--- src/rtl/ecc_176_scrub_ctrl.sv ---
// Scrub engine and RAM port arbiter for a 176-bit ECC-protected memory.
// Functional requests always own the port; the scrubber walks every address,
// writes back corrected single-bit errors and keeps error statistics.
module ecc_176_scrub_ctrl #(
  parameter int unsigned DATA_WIDTH   = 176,
  parameter int unsigned PARITY_WIDTH = 9,
  parameter int unsigned ADDR_WIDTH   = 6,
  parameter int unsigned DEPTH        = 64,
  parameter int unsigned INTV_WIDTH   = 16,
  parameter int unsigned CNT_WIDTH    = 8
) (
  input  logic                    clk,
  input  logic                    rst,
  input  logic                    scrub_en,
  input  logic [INTV_WIDTH-1:0]   scrub_interval,
  input  logic                    cnt_clr,
  input  logic                    func_req,
  input  logic                    func_we,
  input  logic [ADDR_WIDTH-1:0]   func_addr,
  input  logic [DATA_WIDTH-1:0]   func_wdata,
  input  logic [PARITY_WIDTH-1:0] func_wparity,
  output logic                    func_gnt,
  output logic                    ram_cs,
  output logic                    ram_we,
  output logic [ADDR_WIDTH-1:0]   ram_addr,
  output logic [DATA_WIDTH-1:0]   ram_wdata,
  output logic [PARITY_WIDTH-1:0] ram_wparity,
  input  logic [DATA_WIDTH-1:0]   ecc_data_out,
  input  logic                    ecc_sbit_err,
  input  logic                    ecc_dbit_err,
  input  logic                    ecc_fault,
  input  logic [PARITY_WIDTH-1:0] enc_parity,
  output logic [CNT_WIDTH-1:0]    sbit_cnt,
  output logic [CNT_WIDTH-1:0]    dbit_cnt,
  output logic [CNT_WIDTH-1:0]    fault_cnt,
  output logic                    err_valid,
  output logic [ADDR_WIDTH-1:0]   err_addr,
  output logic                    pass_done
);

  localparam logic [ADDR_WIDTH-1:0] LAST_ADDR = ADDR_WIDTH'(DEPTH - 1);

  typedef enum logic [2:0] {S_IDLE, S_WAIT, S_RD, S_CHK, S_WB} state_t;

  state_t                  r_state;
  state_t                  w_state_nxt;
  logic [ADDR_WIDTH-1:0]   r_scrub_addr;
  logic [INTV_WIDTH-1:0]   r_wait_cnt;
  logic [CNT_WIDTH-1:0]    r_sbit_cnt;
  logic [CNT_WIDTH-1:0]    r_dbit_cnt;
  logic [CNT_WIDTH-1:0]    r_fault_cnt;
  logic                    r_err_valid;
  logic [ADDR_WIDTH-1:0]   r_err_addr;
  logic                    r_pass_done;
  logic [DATA_WIDTH-1:0]   r_wb_data;
  logic [PARITY_WIDTH-1:0] r_wb_parity;

  logic w_advance;
  logic w_wb_load;
  logic w_wait_clr;
  logic w_wait_inc;
  logic w_scrub_rd;
  logic w_scrub_wr;
  logic w_sbit_ev;
  logic w_hazard;
  logic w_chk;

  assign w_sbit_ev = ecc_sbit_err & ~ecc_dbit_err & ~ecc_fault;
  assign w_hazard  = func_req & func_we & (func_addr == r_scrub_addr);
  assign w_chk     = (r_state == S_CHK);

  // State register
  always_ff @(posedge clk) begin
    if (rst) r_state <= S_IDLE;
    else     r_state <= w_state_nxt;
  end

  // Next-state and scrub control decode
  always_comb begin
    w_state_nxt = r_state;
    w_advance   = 1'b0;
    w_wb_load   = 1'b0;
    w_wait_clr  = 1'b0;
    w_wait_inc  = 1'b0;
    w_scrub_rd  = 1'b0;
    w_scrub_wr  = 1'b0;
    case (r_state)
      S_IDLE: begin
        if (scrub_en) begin
          w_state_nxt = S_WAIT;
          w_wait_clr  = 1'b1;
        end
      end
      S_WAIT: begin
        if (!scrub_en)                        w_state_nxt = S_IDLE;
        else if (r_wait_cnt == scrub_interval) w_state_nxt = S_RD;
        else                                  w_wait_inc  = 1'b1;
      end
      S_RD: begin
        if (!scrub_en) begin
          w_state_nxt = S_IDLE;
        end else if (!func_req) begin
          w_scrub_rd  = 1'b1;
          w_state_nxt = S_CHK;
        end
      end
      S_CHK: begin
        if (w_sbit_ev && !w_hazard) begin
          w_wb_load   = 1'b1;
          w_state_nxt = S_WB;
        end else begin
          w_advance   = 1'b1;
          w_wait_clr  = 1'b1;
          w_state_nxt = scrub_en ? S_WAIT : S_IDLE;
        end
      end
      S_WB: begin
        // A colliding functional write makes the corrected data stale: drop it
        if (w_hazard || !func_req) begin
          w_scrub_wr  = ~w_hazard;
          w_advance   = 1'b1;
          w_wait_clr  = 1'b1;
          w_state_nxt = scrub_en ? S_WAIT : S_IDLE;
        end
      end
      default: w_state_nxt = S_IDLE;
    endcase
  end

  // Scrub datapath, statistics and error log
  always_ff @(posedge clk) begin
    if (rst) begin
      r_scrub_addr <= '0;
      r_wait_cnt   <= '0;
      r_sbit_cnt   <= '0;
      r_dbit_cnt   <= '0;
      r_fault_cnt  <= '0;
      r_err_valid  <= 1'b0;
      r_err_addr   <= '0;
      r_pass_done  <= 1'b0;
      r_wb_data    <= '0;
      r_wb_parity  <= '0;
    end else begin
      if (w_wait_clr)      r_wait_cnt <= '0;
      else if (w_wait_inc) r_wait_cnt <= r_wait_cnt + INTV_WIDTH'(1);

      r_pass_done <= w_advance && (r_scrub_addr == LAST_ADDR);
      if (w_advance)
        r_scrub_addr <= (r_scrub_addr == LAST_ADDR) ? '0 : r_scrub_addr + ADDR_WIDTH'(1);

      if (w_wb_load) begin
        r_wb_data   <= ecc_data_out;
        r_wb_parity <= enc_parity;
      end

      if (cnt_clr) begin
        r_sbit_cnt  <= '0;
        r_dbit_cnt  <= '0;
        r_fault_cnt <= '0;
        r_err_valid <= 1'b0;
        r_err_addr  <= '0;
      end else if (w_chk) begin
        if (w_sbit_ev && (r_sbit_cnt != '1))
          r_sbit_cnt <= r_sbit_cnt + CNT_WIDTH'(1);
        if (ecc_dbit_err && !ecc_fault && (r_dbit_cnt != '1))
          r_dbit_cnt <= r_dbit_cnt + CNT_WIDTH'(1);
        if (ecc_fault && (r_fault_cnt != '1))
          r_fault_cnt <= r_fault_cnt + CNT_WIDTH'(1);
        if ((ecc_dbit_err || ecc_fault) && !r_err_valid) begin
          r_err_valid <= 1'b1;
          r_err_addr  <= r_scrub_addr;
        end
      end
    end
  end

  // RAM port mux: functional traffic first, scrub silent during reset
  always_comb begin
    func_gnt    = func_req;
    ram_cs      = func_req | ((w_scrub_rd | w_scrub_wr) & ~rst);
    ram_we      = func_req ? func_we : (w_scrub_wr & ~rst);
    ram_addr    = func_req ? func_addr : r_scrub_addr;
    ram_wdata   = func_req ? func_wdata : r_wb_data;
    ram_wparity = func_req ? func_wparity : r_wb_parity;
  end

  assign sbit_cnt  = r_sbit_cnt;
  assign dbit_cnt  = r_dbit_cnt;
  assign fault_cnt = r_fault_cnt;
  assign err_valid = r_err_valid;
  assign err_addr  = r_err_addr;
  assign pass_done = r_pass_done;

endmodule

--- config.mk ---
export PLATFORM = sky130hd
export DESIGN_NAME = ecc_176_scrub_ctrl
export DESIGN_NICKNAME = d
export VERILOG_FILES = /design/src/rtl/ecc_176_scrub_ctrl.sv
export SDC_FILE = /design/constraint.sdc
export NUM_CORES = 1
export LEC_CHECK = 0
export ABC_AREA = 1
export CORE_AREA = 2 2 243 245
export CTS_CLUSTER_SIZE = 14
export DETAILED_ROUTE_END_ITERATION = 7
export DIE_AREA = 0 0 245 247
export MAX_ROUTING_LAYER = met4
export PLACE_DENSITY_LB_ADDON = 0.05
export SYNTH_ARGS = -nofsm -noshare
export SYNTH_HDL_FRONTEND = slang
export SYNTH_SLANG_ARGS = --single-unit
--- constraint.sdc ---
create_clock -name clk -period 2.2 [get_ports clk]
set_clock_uncertainty 0.05 [all_clocks]
set_input_delay 0.22 -clock clk [delete_from_list [all_inputs] [get_ports clk]]
set_output_delay 0.22 -clock clk [all_outputs]
set_load 0.1 [all_outputs]
### Word-level counts from Yosys, hierarchy flattened

Cells that the tools add are included.

* register bits after elaboration: 242
* input port bits: 401
* word-level logic and storage cells: 92

* add/sub/neg operators: 5
* equality and inequality tests: 14
* mux-type cells: 29
* bitwise gates (word level): 12
* reductions and logical operators: 21

Operators with widths (number)
* 2-to-1 mux 176 bit: 1
* adder 8 x 1 -> 8 bit, second input constant: 3
* != test 8 bit, second input constant: 3
* 2-to-1 mux 3 bit: 7
* adder 16 x 1 -> 16 bit, second input constant: 1
* == test 16 bit: 1
* 2-to-1 mux 1 bit: 15
* case mux 3 bit (5 select lines): 1
* 2-to-1 mux 6 bit: 2
* 2-to-1 mux 9 bit: 1
* AND reduction 2 bit: 4
* logical AND 1 bit: 7
* adder 6 x 1 -> 6 bit, second input constant: 1
* AND 1 bit: 6
* == test 3 x 2 -> 1 bit, second input constant: 2
* == test 6 bit: 1
* == test 6 bit, second input constant: 1
* != test 3 bit, second input constant: 2
* zero test 1 bit: 4
* != test 2 bit, second input constant: 2
* inverter 1 bit: 4
* AND reduction 4 bit: 1
* OR reduction 2 bit: 2
* == test 3 x 1 -> 1 bit, second input constant: 1
* other kinds (6): 8

### Depth between registers and ports, before layout

Gate-level depths: netlist (run 1).

* word-level depth: 8
* mapped depth: 12
* mapped depth without buffers: 12

### Worst setup path before layout (run 1)

OpenSTA, ideal clock, no wires.

* kind: input to output
* from: input port func_req
* to: output port ram_we
* arrival time: 2.870 ns
* required time: 1.930 ns
* setup slack: -0.940 ns
* cell stages on the path: 3
* cell sequence: clkbuf_1 clkbuf_1 o31ai_1

* longest elaborated chain between the ends: 7

Ends and longest elaborated chain
* start, declared: line 17 `input logic func_req,`
* AND 1 bit (2 in a row): line 69 `assign w_hazard = func_req & func_we & (func_addr == r_scrub_addr);`
* logical OR 1 bit or inverter 1 bit (tied branches): line 119, 120
* 2-to-1 mux 1 bit: line 119 `if (w_hazard || !func_req) begin`
* 2-to-1 mux 1 bit: line 87 `case (r_state)`
* AND 1 bit: line 181 `ram_we = func_req ? func_we : (w_scrub_wr & ~rst);`
* 2-to-1 mux 1 bit *: line 181
* end, declared: line 24 `output logic ram_we,`

Mark *: on every way between the ends. The rest lies on a longest branch, timed or not.

### Worst setup path after layout (run 1)

* from: register r_state[0]
* to: output port ram_we

* longest elaborated chain between the ends: 4

Ends and longest elaborated chain
* start, declared: line 45 `state_t r_state;`
* start signal, assigned: line 75 `else r_state <= w_state_nxt;`
* == test 3 bit: line 87
* 2-to-1 mux 1 bit: line 87
* AND 1 bit: line 181
* 2-to-1 mux 1 bit: line 181

Every way passes these cells.

==> results of run 1 <==
[per-stage QoR]
step                hold slack (ns)  setup WS (ns)
finish                        0.212          0.223
global route                  0.196         0.0858
CTS                           0.172          0.170
detailed placement            0.407        -0.0252
global placement              0.404        -0.0354
floorplan                     0.317        -0.0812
[final timing paths]
| path | start | end | slack (ns) | cells past startpoint |
|---|---|---|---|---|
| worst min-delay path | ecc_data_out[41] | r_wb_data[41] | 0.21 | 3 |
| worst max-delay path | r_state[0] | ram_we | 0.22 | 4 |
| worst max register to register | r_wait_cnt[0] | r_wait_cnt[14] | 0.32 | 9 |
| worst min register to register | sbit_cnt[4] | sbit_cnt[4] | 0.41 | 2 |
[cells by family after synthesis]
family	count (synthesis)
adders and majority gates	5
buffers and inverters	204
AOI/OAI and AO/OA	263
DFF	242
xor gates and xnor gates	27
and+or+nand+nor	1195
[layer usage]
layer  track usage  vias up  part of all wire
li1              -     7180                 -
met1         0.210     6163              0.39
met2         0.341      364              0.52
met3        0.0586       53             0.075
met4        0.0391        0             0.017
met5             -        -                 0
[cell usage after synthesis (all sizes together)]
| library cell | count | area [um^2] |
|---|---|---|
| nand2 | 704 | 2660 |
| nor2 | 437 | 1660 |
| dfxtp | 242 | 4840 |
| o21ai | 227 | 1140 |
| inv | 91 | 344 |
| clkbuf | 67 | 253 |
| buf | 44 | 240 |
| a21oi | 31 | 159 |
| nand3 | 29 | 163 |
| xor2 | 20 | 175 |
| nor3 | 19 | 100 |
| xnor2 | 7 | 61.3 |
| ha | 5 | 62.6 |
| nand4 | 4 | 25.0 |
| clkinv | 2 | 7.51 |
| nor4 | 2 | 27.5 |
| a31oi | 1 | 6.26 |
| o211ai | 1 | 21.3 |
| o21a | 1 | 7.51 |
| o22ai | 1 | 6.26 |
| o31ai | 1 | 7.51 |
[flip-flops by register name, summed over array words and instances (netlist names)]
register      cells
r_wait_cnt       16
fault_cnt         8
sbit_cnt          8
r_state           3
r_wb_parity       9
err_valid         1
r_wb_data       176
r_scrub_addr      6
dbit_cnt          8
pass_done         1
err_addr          6
[critical path, stage by stage, from the launching register on]
cell,delay [ns]
dfxtp_1,0.36
nor2_1,0.15
nand2_1,0.14
o31ai_4,0.26
buf_12,0.21
[where the power goes]
| part | internal (uW) | switching (uW) |
|---|---|---|
| Clock | 2900 | 2020 |
| Sequential | 4470 | 61.1 |
| Combinational | 1700 | 2530 |
| Total | 9070 | 4620 |
[area by class of cell]
cell class / instances / area [um^2]
tap: 773 / 967
timing repair buffer: 662 / 8640
inverter: 93 / 364
multi-input combinational: 1490 / 6300
antenna: 17 / 42.5
sequential: 242 / 4850
fill: 6119 / 36100
clock buffer: 50 / 947
clock inverter: 4 / 23.8
==> flow_summary.yaml, run 1 <==
floorplan:
  initial_core_util: 0.206
  die_h_um: 247
  core_mm2: 0.0582
  rows: 89
  die-area_mm2: 0.0605
  ios: 627
  die_x_um: 245
drt:
  drc: 0
  drt-initial-drc-count: 534
  vias: 13760
  ant_nets: 0
  drt-vias-per-instance: 4.13
  firstDrtPassIters: 5
  wire_per_inst_um: 17.6
  drt-total-wl_mm: 58.6
power_and_ir_drop:
  p_per_area_mw_per_mm2: 618
  p_leak_uw: 0.00915
  totalPowerFinal_uw: 13700
  ir_drop_mv: 0.556
cts:
  cts-root-buf: "clkbuf_16"
  insertion_delay_ns: 0.57
  path_clk_slew_ns: 0.06
  cts_tree: "yes"
  clk_path_buf_depth: 3
  cts.sinks: 242
  post_cts_resize_count: 0
  cts_setup_buffers: 0
  cts_buffers: 31
  postCtsHoldBufs: 0
  h-tree-depth: 1
outcome:
  status: "finished, final reports clean"
grt:
  grt_max_degree: 98
  grt_pass1_vias: 13585
  grt_remaining_overflow: 0
  grt_antenna_before_repair: 16
  grt_first_pass_wirelength_mm: 85.7
  track_usage: 0.192
setup_path:
  cp-end-kind: "primary output"
  crit_fanout: 4
  path_class: "flop to primary output"
  crit_arrival_ns: 1.71
  setup.worst_path.start_class: "flop"
  required_ns: 1.93
timing:
  setup_viol: 0
  hold_viol: 0
  fmax_mhz: 506
  rsz0062_at_grt: "false"
  fin_setup_tns_ns: 0
  min_period_over_period: 0.899
  period_minus_slack_ns: 1.98
  slew-limit-headroom: 0.623
  slew_viol_final: 0
  tightest_slew_ns: 0.563
finish:
  drive_gt1_frac: 0.133
  layoutNonFillerInstCount: 3331
  fin_area_mm2: 0.0221
  most-common-layout-cells: "nand2_1 (700), nor2_1 (431), clkdlybuf4s50_1 (399)"
  final_nets: 2926
  areaGrowthSynthToFinish_pct: 84.9
  fin_util: 0.380
  final_common_cell: "nand2_1"
yosys:
  synth_warnings: 0
  synth-xor-area-share: 0.0198
  synthSimpleGateAreaFrac: 0.387
  synthesis.area_mm2: 0.0120
  yosysUniqueCellTypes: 36
  postSynthAreaPerCell_um2: 6.18
  synth-compound-area-share: 0.112
  ys_ff_latch: 242
  synth.yosys.seq_area_share: 0.405
  syn-num-nets: 2342
  synthCells: 1936
  muxShareOfSynthArea: 0
  synthAdderAreaFrac: 0.00523
  synth_top_family_by_area: "simple AND/OR/NAND/NOR gates"
place:
  dpl.hpwl_mm: 45.2
  numPortBuffers: 626
  place.gp.congestion: 0.834
  place_area_mm2: 0.0211
  place_inst: 3260
worst_hold_path:
  min_path_type: "primary input to flop"
job:
  maxCapViolCount: 0
Note: power is estimated with default switching activity, not from simulation.
==> inputs of run 2 (changes only) <==
Settings changed: CORE_AREA 2 2 243 245 to 10 10 237 239, DIE_AREA 0 0 245 247 to 0 0 247 249, RECOVER_POWER from default to 25.
==> run 2 against run 1 <==
Effect of this change: fmax decreased by 3.2%; core utilization increased by 2.9 points; routed wire length increased by 5.6%; via count increased by 1.6%; largest power group unchanged.
==> flow_summary.yaml, run 2 (same netlist as run 1, synthesis figures left out) <==
timing:
  slew_viol_final: 0
  fmax_mhz: 490
  slew-limit-headroom: 0.276
  min_period_over_period: 0.928
  setup_viol: 0
  tightest_slew_ns: 1.09
  period_minus_slack_ns: 2.04
  hold_viol: 0
  setup_slack_ns: 0.157
  rsz0062_at_grt: "false"
drt:
  drt-vias-per-instance: 4.31
  drt-initial-drc-count: 667
  ant_nets: 0
  firstDrtPassIters: 4
  vias: 13983
  drt-total-wl_mm: 61.9
  wire_per_inst_um: 19.1
  drc: 0
grt:
  grt_remaining_overflow: 0
  grt_antenna_before_repair: 18
  track_usage: 0.198
  grt_first_pass_wirelength_mm: 90.6
  grt_pass1_vias: 13772
  grt_max_degree: 130
place:
  place.gp.congestion: 0.861
  numPortBuffers: 626
  dpl_worst_slack_ns: -0.0513
  dpl.hpwl_mm: 49.0
outcome:
  status: "finished, final reports clean"
cts:
  postCtsHoldBufs: 0
  clk_path_buf_depth: 3
  cts.sinks: 242
  cts_tree: "yes"
  path_clk_slew_ns: 0.06
  cts-root-buf: "clkbuf_16"
  h-tree-depth: 1
  cts_buffers: 31
  insertion_delay_ns: 0.56
floorplan:
  die-area_mm2: 0.0615
  ios: 627
  die_x_um: 247
  core_mm2: 0.0512
  initial_core_util: 0.234
  rows: 83
  die_h_um: 249
power_and_ir_drop:
  ir_drop_mv: 0.600
  p_leak_uw: 0.00882
  totalPowerFinal_uw: 13900
  p_per_area_mw_per_mm2: 663
finish:
  final_common_cell: "nand2_1"
  areaGrowthSynthToFinish_pct: 75.0
  drive_gt1_frac: 0.134
  regMostFlops: "r_wb_data"
  largest_reg_flops: 176
  final_nets: 2927
  most-common-layout-cells: "nand2_1 (700), nor2_1 (431), clkdlybuf4s50_1 (399)"
  reg.largest.list: "r_wb_data x176, r_wait_cnt x16, r_wb_parity x9"
setup_path:
  cp-end-kind: "primary output"
  crit_arrival_ns: 1.77
  crit_buf_inv: 4
  setup.worst_path.start_class: "primary input"
  critical-path-slowest-cell: "clkbuf_1"
  crit_top_cell: "nand2_1"
  path_class: "primary input to primary output"
  required_ns: 1.93
  crit_chain: "buf_6 -> inv_6 -> clkbuf_1 -> nand2_1 -> nand2_1 -> clkbuf_2"
  crit_fanout: 32
  slowest_delay_ns: 0.52
  crit_family: "buffers and inverters"
  r2r_start: "r_state[1]"
  cp-startpoint: "func_req"
job:
  maxCapViolCount: 0
worst_hold_path:
  min_path_type: "primary input to flop"
  hold_start: "ecc_data_out[83]"
-- run 2: cell count changes in the layout (fill, tap and decap cells not counted), sizes merged --
| cell | change |
|---|---|
| buf | -105 |
| clkbuf | +99 |
| bufinv | +5 |
| clkinv | +4 |
| diode | +4 |
-- run 2: worst paths after layout --
path                                        to  slack, ns  cells after the start
worst min-delay path             r_wb_data[83]       0.21                      3
worst max-delay path            ram_wdata[161]       0.16                      6
worst min register to register     sbit_cnt[4]       0.42                      2
worst max register to register   r_wb_data[28]       0.23                      6
-- run 2: what timing repair did --
action / 4_1_cts / 5_1_grt
gates resized for setup: 0 / 1
buffers inserted: 0 / 0
setup endpoints to repair: 0 / 2
-- run 2: worst min-delay path: stages --
cell	delay (ns)
clkdlybuf4s50_1	0.39
o21ai_1	0.13
nor2_1	0.04
-- run 2: layout make-up --
class	instances	area [um^2]
well taps	680	851
diodes	21	52.6
clock inverters	13	194
multi-input cells	1490	6290
flip-flops and latches	242	4850
inverters	93	364
repair buffers	663	7460
fillers	5463	30300
clock buffers	43	881
-- run 2: per-layer routing --
| metal | wire [um] | global-route usage | part of all wire |
|---|---|---|---|
| met5 | 0 | - | 0 |
| met4 | 830 | 0.0322 | 0.013 |
| met3 | 5870 | 0.0766 | 0.095 |
| met2 | 32100 | 0.353 | 0.52 |
| met1 | 23100 | 0.206 | 0.37 |
-- run 2: power by group --
group	switching, uW	internal [uW]	total (uW)	leakage, uW
Combinational	2490	1460	3950	0.00634
Sequential	54.9	4470	4520	0.00195
Clock	2050	3360	5400	0.000535
Total	4590	9280	13900	0.00882
-- run 2: stage by stage --
stage	hold slack (ns)	cells	setup TNS (ns)	util	cell area [um^2]
2_1_floorplan	0.317	1936	-0.487	-	12000
3_3_place_gp	0.400	3168	-0.0204	0.409	20900
3_5_place_dp	0.413	3168	-0.145	0.409	20900
4_1_cts	0.175	3224	0	0.430	22000
5_1_grt	0.196	3242	0	0.409	20900
6_report	0.213	3245	0	0.409	20900
==> inputs of run 3 (changes only) <==
Settings changed: SETUP_SLACK_MARGIN from default to 0.3.
==> run 3 against run 2 <==
Effect of this change: register-to-register slack better by 0.12 ns; critical path depth unchanged; routed wire length is 7.0% higher; final area up 4.3%; worst hold slack worse by 0.0095 ns; fmax is 1.4% higher; critical endpoint is now ram_wdata[91].
==> flow_summary.yaml, run 3 (same netlist as run 1, synthesis figures left out) <==
outcome:
  status: "finished, final reports clean"
finish:
  reg.largest.list: "r_wb_data x176, r_wait_cnt x16, r_wb_parity x9"
  regMostFlops: "r_wb_data"
  fillers: 5352
  final_nets: 2945
  areaGrowthSynthToFinish_pct: 82.4
  final_common_cell: "nand2_1"
  drive_gt1_frac: 0.197
  largest_reg_flops: 176
  most-common-layout-cells: "nand2_1 (580), nor2_1 (427), clkdlybuf4s50_1 (399)"
place:
  place.gp.congestion: 0.834
  numPortBuffers: 626
  dpl.hpwl_mm: 52.0
  dpl_worst_slack_ns: -0.0305
drt:
  vias: 14148
  drt-vias-per-instance: 4.33
  ant_nets: 0
  firstDrtPassIters: 5
  drt-total-wl_mm: 66.3
  drt-initial-drc-count: 678
  drc: 0
  wire_per_inst_um: 20.3
floorplan:
  initial_core_util: 0.234
  core_mm2: 0.0512
  die-area_mm2: 0.0615
  die_h_um: 249
  rows: 83
  die_x_um: 247
  ios: 627
setup_path:
  path_class: "primary input to primary output"
  cp-end-kind: "primary output"
  crit_top_cell: "clkbuf_4"
  crit_buf_inv: 4
  slowest_delay_ns: 0.57
  setup.worst_path.start_class: "primary input"
  crit_family: "buffers and inverters"
  crit_chain: "buf_6 -> inv_4 -> clkbuf_4 -> nand2_1 -> nand2_2 -> clkbuf_4"
  crit_arrival_ns: 1.74
  critical-path-slowest-cell: "clkbuf_4"
  required_ns: 1.93
  crit_fanout: 44
power_and_ir_drop:
  p_per_area_mw_per_mm2: 628
  p_comb_frac: 0.307
  p_leak_uw: 0.00900
  pwr-share-seq: 0.331
  p_int_uw: 9010
  ir_drop_mv: 0.561
  totalPowerFinal_uw: 13700
  clkPwrFrac: 0.362
  power.share.switching: 0.343
  p_sw_uw: 4710
grt:
  grt_pass1_vias: 14186
  grt_max_degree: 110
  grt_antenna_before_repair: 23
  grt_first_pass_wirelength_mm: 94.7
  grt_remaining_overflow: 0
  track_usage: 0.209
cts:
  postCtsHoldBufs: 0
  cts-root-buf: "clkbuf_16"
  cts_buffers: 31
  clk_path_buf_depth: 3
  path_clk_slew_ns: 0.06
  insertion_delay_ns: 0.58
  h-tree-depth: 1
  cts_tree: "yes"
  cts.sinks: 242
worst_hold_path:
  min_path_type: "primary input to flop"
timing:
  fin_setup_tns_ns: 0
  hold_viol: 0
  tightest_slew_ns: 0.683
  setup_viol: 0
  setup_slack_ns: 0.187
  slew_viol_final: 0
  min_period_over_period: 0.915
  slew-limit-headroom: 0.546
  period_minus_slack_ns: 2.01
  fin_hold_ws_ns: 0.204
  fmax_mhz: 497
  rsz0062_at_grt: "true"
job:
  maxCapViolCount: 0
run 3: path summary, 6_finish.rpt:
kind / startpoint / end / slack (ns) / depth (start not counted)
max reg2reg: r_wait_cnt[2] / r_wait_cnt[13] / 0.35 / 8
min reg2reg: sbit_cnt[4] / sbit_cnt[4] / 0.40 / 2
max: func_req / ram_wdata[91] / 0.19 / 6
min: ecc_data_out[14] / r_wb_data[14] / 0.20 / 3
run 3: cell type report:
| cell class | instances | area [um^2] | share of cell area |
|---|---|---|---|
| Timing Repair Buffer | 678 | 7990 | 0.366 |
| Multi-Input combinational cell | 1493 | 6700 | 0.307 |
| Sequential cell | 242 | 4890 | 0.224 |
| Clock buffer | 52 | 965 | 0.0442 |
| Tap cell | 680 | 851 | 0.0390 |
| Inverter | 93 | 362 | 0.0166 |
| Antenna cell | 25 | 62.6 | 0.00287 |
| Clock inverter | 3 | 18.8 | 0.000860 |
run 3: power groups by stage:
stage	clock network (uW)	logic (uW)	registers (uW)
CTS	5140	4390	4530
finish	4960	4210	4540
global placement	0	4360	4620
global route	5300	4420	4550
floorplan	0	2340	4650
detailed placement	0	4360	4620
run 3: worst min-delay path, delay by kind of cell:
kind	cells	cell delay, ns
compound gates	1	0.15
buf+inv	1	0.39
simple gates	1	0.04
run 3: per-stage QoR:
step / utilization / std cells / cell area [um^2]
floorplan: - / 1936 / 12300
global placement: 0.418 / 3177 / 21400
detailed placement: 0.418 / 3177 / 21400
CTS: 0.437 / 3233 / 22400
global route: 0.426 / 3264 / 21800
finish: 0.426 / 3266 / 21800
run 3: repair_timing:
action	CTS	global route
buffers inserted	1	2
gates cloned	0	6
gates resized for setup	6	32
endpoints found under the setup margin	15	126
pin swaps	1	4
run 3: metal layers:
| layer | routed length [um] | global-route usage |
|---|---|---|
| met5 | 0 | - |
| met4 | 1290 | 0.0437 |
| met3 | 5830 | 0.0772 |
| met2 | 34100 | 0.370 |
| met1 | 25100 | 0.216 |
